File: config.mk
export PLATFORM = sky130hd
export DESIGN_NAME = fetch_redirect_ctrl
export DESIGN_NICKNAME = d
export VERILOG_FILES = /design/src/rtl/fetch_redirect_ctrl.sv
export SDC_FILE = /design/constraint.sdc
export NUM_CORES = 1
export LEC_CHECK = 0
export CAP_MARGIN = 20
export CORE_ASPECT_RATIO = 0.5
export CORE_MARGIN = 2
export CORE_UTILIZATION = 40
export DETAILED_ROUTE_END_ITERATION = 12
export GPL_TIMING_DRIVEN = 0
export PLACE_DENSITY = 0.71
export REMOVE_ABC_BUFFERS = 1
export SYNTH_ARGS = -nofsm -noshare
export SYNTH_HDL_FRONTEND = slang
export SYNTH_SLANG_ARGS = --single-unit
File: constraint.sdc
create_clock -name clk_cpu -period 4.2 [get_ports clk_cpu]
set_input_delay 0.42 -clock clk_cpu [delete_from_list [all_inputs] [get_ports clk_cpu]]
set_output_delay 0.42 -clock clk_cpu [all_outputs]
set_load 0.02 [all_outputs]
File: src/rtl/fetch_redirect_ctrl.sv
// Fetch-side pipeline control: holds the IF/ID and ID/EX instruction registers,
// resolves JAL in ID and branches/JALR in EX, and stalls on load-use hazards.
module fetch_redirect_ctrl (
  input  logic        clk_cpu,
  input  logic        rst_cpu,
  input  logic [31:0] if_pc,
  input  logic [31:0] if_inst,
  input  logic        ex_br_taken,
  output logic        stop,
  output logic        pc_sel,
  output logic        npc_sel,
  output logic [31:0] pc_imm,
  output logic [31:0] id_pc,
  output logic [31:0] id_inst,
  output logic        id_valid,
  output logic [31:0] ex_pc,
  output logic [31:0] ex_inst,
  output logic        ex_valid,
  output logic [15:0] redirect_cnt
);

  localparam logic [6:0]  OP_JAL    = 7'b1101111;
  localparam logic [6:0]  OP_JALR   = 7'b1100111;
  localparam logic [6:0]  OP_BRANCH = 7'b1100011;
  localparam logic [6:0]  OP_LOAD   = 7'b0000011;
  localparam logic [6:0]  OP_LUI    = 7'b0110111;
  localparam logic [6:0]  OP_AUIPC  = 7'b0010111;
  localparam logic [6:0]  OP_REG    = 7'b0110011;
  localparam logic [6:0]  OP_STORE  = 7'b0100011;
  localparam logic [31:0] NOP_INST  = 32'h0000_0013;
  localparam logic [31:0] RESET_PC  = 32'hFFFF_FFFC;

  typedef enum logic [2:0] {
    ACT_NONE,
    ACT_EX_JALR,
    ACT_EX_BR,
    ACT_ID_JAL,
    ACT_LOAD_USE
  } act_e;

  function automatic logic uses_rs1(input logic [6:0] op);
    return !(op inside {OP_LUI, OP_AUIPC, OP_JAL});
  endfunction

  function automatic logic uses_rs2(input logic [6:0] op);
    return op inside {OP_REG, OP_STORE, OP_BRANCH};
  endfunction

  function automatic logic [31:0] b_imm(input logic [31:0] i);
    return {{20{i[31]}}, i[7], i[30:25], i[11:8], 1'b0};
  endfunction

  function automatic logic [31:0] j_imm(input logic [31:0] i);
    return {{12{i[31]}}, i[19:12], i[20], i[30:21], 1'b0};
  endfunction

  logic [6:0] id_op;
  logic [6:0] ex_op;
  logic [4:0] ex_rd;
  logic       load_use;
  act_e       act;

  assign id_op = id_inst[6:0];
  assign ex_op = ex_inst[6:0];
  assign ex_rd = ex_inst[11:7];

  // A load whose destination is read by the instruction right behind it.
  assign load_use = ex_valid && (ex_op == OP_LOAD) && (ex_rd != 5'd0) && id_valid &&
                    ((uses_rs1(id_op) && (id_inst[19:15] == ex_rd)) ||
                     (uses_rs2(id_op) && (id_inst[24:20] == ex_rd)));

  always_comb begin
    // NOTE: every variable assigned here gets a default first, so no path
    // leaves it unassigned and no latch is inferred.
    act = ACT_NONE;
    if (ex_valid && (ex_op == OP_JALR))
      act = ACT_EX_JALR;
    else if (ex_valid && (ex_op == OP_BRANCH) && ex_br_taken)
      act = ACT_EX_BR;
    else if (id_valid && (id_op == OP_JAL))
      act = ACT_ID_JAL;
    else if (load_use)
      act = ACT_LOAD_USE;
  end

  always_comb begin
    stop    = 1'b0;
    pc_sel  = 1'b0;
    npc_sel = 1'b0;
    pc_imm  = 32'd0;
    case (act)
      ACT_EX_JALR:  pc_sel = 1'b1;
      ACT_EX_BR: begin
        npc_sel = 1'b1;
        pc_imm  = ex_pc + b_imm(ex_inst);
      end
      ACT_ID_JAL: begin
        npc_sel = 1'b1;
        pc_imm  = id_pc + j_imm(id_inst);
      end
      ACT_LOAD_USE: stop = 1'b1;
      default: ;
    endcase
  end

  always_ff @(posedge clk_cpu or posedge rst_cpu) begin
    if (rst_cpu) begin
      id_pc        <= 32'd0;
      id_inst      <= NOP_INST;
      id_valid     <= 1'b0;
      ex_pc        <= 32'd0;
      ex_inst      <= NOP_INST;
      ex_valid     <= 1'b0;
      redirect_cnt <= 16'd0;
    end else begin
      // NOTE: non-blocking assignments so every register samples the
      // pre-edge values; ex_* below must see the old id_* contents.
      if ((pc_sel || npc_sel) && (redirect_cnt != 16'hFFFF))
        redirect_cnt <= redirect_cnt + 16'd1;

      case (act)
        ACT_EX_JALR, ACT_EX_BR: begin
          id_pc    <= 32'd0;
          id_inst  <= NOP_INST;
          id_valid <= 1'b0;
          ex_pc    <= 32'd0;
          ex_inst  <= NOP_INST;
          ex_valid <= 1'b0;
        end
        ACT_ID_JAL: begin
          // The JAL itself moves on so its link register write still happens.
          id_pc    <= 32'd0;
          id_inst  <= NOP_INST;
          id_valid <= 1'b0;
          ex_pc    <= id_pc;
          ex_inst  <= id_inst;
          ex_valid <= id_valid;
        end
        ACT_LOAD_USE: begin
          ex_pc    <= 32'd0;
          ex_inst  <= NOP_INST;
          ex_valid <= 1'b0;
        end
        default: begin
          ex_pc    <= id_pc;
          ex_inst  <= id_inst;
          ex_valid <= id_valid;
          id_pc    <= if_pc;
          id_inst  <= if_inst;
          id_valid <= (if_pc != RESET_PC);
        end
      endcase
    end
  end

endmodule
==> out/metrics.yaml <==
sta:
  rsz0062_at_grt: "true"
  min_period_ps: 4170
  finalSetupViolCount: 0
  worst_pin_slew_ps: 791
  slew_headroom: 0.473
  hold_viol: 0
  timing.final.ws_setup_ps: 29.5
  post-route-period-util: 0.993
  drv_slew: 0
  fin_skew_ps: 13.0
  fmax_mhz: 240
pwr:
  p_leak_nw: 5.62
  p_int_w: 0.00296
  peakVddDrop_mv: 0.287
  p_seq_frac: 0.372
  pwr-share-clk: 0.362
  p_switching_w: 0.00135
  powerDensity_nw_per_um2: 343
  p_sw_frac: 0.313
  pwr-share-comb: 0.266
global_routing:
  track_usage: 0.251
  grt_max_degree: 100
  grt-ovfl-total: 0
  grt_pass1_vias: 8299
  grt_pass1_wl_um: 45400
  antenna_found_initial: 0
worst_setup_path:
  required_ps: 3780
  critPathLaunchType: "register"
  crit_arrival_ps: 3750
  critPathCaptureType: "primary output"
  reg2reg_depth: 10
  worst-path-max-fanout: 5
  crit_type: "reg -> out"
clock_network:
  cts.htree.levels: 4
  ctsHoldBuffers: 0
  path_clk_slew_ps: 70
  numCtsBuffers: 17
  root_buffer: "clkbuf_16"
  clock-sinks: 146
  cts_tree: "done"
  cts_max_path_buffers: 2
  clock_latency_ps: 430
routing:
  drtPass1Iterations: 5
  via_count: 8429
  wirelength_um: 29400
  vias_per_cell: 5.44
  drc: 0
  drtAntennaViolNets: 0
  routedWlPerCell_um: 19.0
  initialDrtViolationCount: 646
floorplan:
  die_area_um2: 23500
  fp-row-count: 38
  start_util: 0.408
  num_io_pins: 248
  die_x_um: 215
  fp.coreArea_um2: 21700
  die_h_um: 109
final_layout:
  final_nets: 1366
  drive_above_1_share: 0.0809
  layout_commonest_cell: "clkdlybuf4s50_1"
  n_antenna_cell: 0
  finish.utilization: 0.578
  layout_common_cells: "clkdlybuf4s50_1 (231), nand2_1 (162), dfrtp_1 (134), nand3_1 (79), and2_1 (64)"
  area_growth_syn_to_layout_pct: 41.7
synthesis:
  synth.distinct_cells: 61
  ys_warn_count: 0
  synth_edf_count: 0
  avgSynthCellArea_um2: 8.92
  syn_inst: 994
  async_flop_share: 1.00
  synth_area_um2: 8870
  ys_seq_area_frac: 0.413
  synth-main-ff-cell: "dfrtp_1"
  ys_ff_latch: 146
placed_design:
  io_buffers: 247
  routabilityCongestion: 0.894
  hpwlAfterDp_um: 22200
  dp_slack_ps: -285
run:
  drv_cap: 0
hold_path:
  min_path_type: "in -> async"
run_status:
  status: "complete, no violations"
-- registers in the layout, summed over array words and instances (netlist names) --
register      flops
id_pc            32
id_valid          1
redirect_cnt     16
ex_inst          32
ex_valid          1
id_inst          32
ex_pc            32
-- final timing paths --
| path | start | endpoint | slack (ps) |
|---|---|---|---|
| max in group asynchronous | rst_cpu | id_pc[16] | 2960 |
| min in group clk_cpu | redirect_cnt[7] | redirect_cnt[7] | 490 |
| min reg2reg | redirect_cnt[7] | redirect_cnt[7] | 490 |
| max | id_pc[16] | pc_imm[31] | 30 |
| max reg2reg | id_inst[1] | ex_pc[16] | 990 |
| min | rst_cpu | id_inst[28] | 380 |
-- power by group through the flow --
stage,clock network [W],registers [W],logic (W)
floorplan,0,0.00170,0.000576
global placement,0,0.00162,0.00106
detailed placement,0,0.00162,0.00109
CTS,0.00159,0.00160,0.00111
global route,0.00165,0.00161,0.00124
finish,0.00156,0.00160,0.00115
-- cells by family after synthesis --
group,count (synthesis),synth area share
adder cells (fa/ha/maj),63,0.0906
XOR/XNOR,72,0.0711
buffers and inverters,65,0.0275
flip-flops,146,0.413
AND/OR/NAND/NOR,432,0.234
AO/OA/AOI/OAI,214,0.162
multiplexers,2,0.00240
-- critical path, stage by stage (launching register included) --
cell             delay (ps)
dfrtp_2                 450
ha_2                    340
a211oi_2                220
nor2_1                   90
o41a_1                  390
a2111o_1                450
o221ai_4                230
o21ai_1                 140
o21a_1                  240
a222oi_1                250
o221ai_1                170
clkdlybuf4s15_1         330
-- area by class of cell --
cell class,count,area [um^2]
timing repair buffer,262,2670
tap,300,375
clock inverter,12,156
multi-input combinational,783,5150
fill,1876,9160
clock buffer,20,437
inverter,26,105
sequential,146,3670
-- per-layer routing --
| layer | vias up | track usage | share of wire |
|---|---|---|---|
| li1 | 4013 | - | - |
| met1 | 4089 | 0.334 | 0.44 |
| met2 | 275 | 0.403 | 0.47 |
| met3 | 52 | 0.0598 | 0.061 |
| met4 | 0 | 0.0913 | 0.027 |
| met5 | - | 0 | 0 |
-- repair_timing --
item | 4_1_cts | 5_1_grt
buffers inserted | 1 | 2
endpoints found under the setup margin | 23 | 24
pin swaps | 2 | 5
hold endpoints to repair | 0 | 0
gates resized for setup | 28 | 39
-- synth_stat cells (all sizes together) (2+ instances only) --
cell | count | area (um^2)
a31o | 3 | 26.3
nand4 | 18 | 113
and3 | 5 | 32.5
nor2 | 50 | 188
dfstp | 6 | 158
dfrtp | 140 | 3500
a221oi | 2 | 30.0
nand3 | 79 | 395
a211o | 2 | 17.5
o22a | 3 | 27.5
o22ai | 17 | 106
a22o | 2 | 17.5
nand2b | 10 | 62.6
ha | 61 | 763
o21bai | 6 | 45.0
o21ai | 32 | 160
a21o | 36 | 272
a32o | 3 | 30.0
inv | 26 | 97.6
nor4 | 6 | 37.5
a21oi | 55 | 275
nand2 | 163 | 612
nor2b | 2 | 12.5
xnor2 | 37 | 324
or3 | 8 | 50.1
fa | 2 | 40.0
o21a | 7 | 52.6
nor3b | 2 | 15.0
clkbuf | 39 | 146
and4 | 4 | 35.0
nor3 | 16 | 80.1
a211oi | 12 | 95.1
a31oi | 8 | 50.1
xor2 | 35 | 307
and2 | 64 | 400
o211ai | 10 | 75.1
nand3b | 3 | 22.5
o221ai | 3 | 32.5
-- through the flow --
stage	TNS [ps]	hold WS (ps)	cells	power, W	area (um^2)
2_1_floorplan	-303910	518	955	0.00227	8720
3_3_place_gp	-1114350	478	1502	0.00268	11600
3_5_place_dp	-1280	481	1514	0.00272	11800
4_1_cts	-82.7	396	1547	0.00430	12400
5_1_grt	-151	414	1549	0.00451	12600
6_report	0	381	1549	0.00431	12600
(Power assumes the default switching activity.)
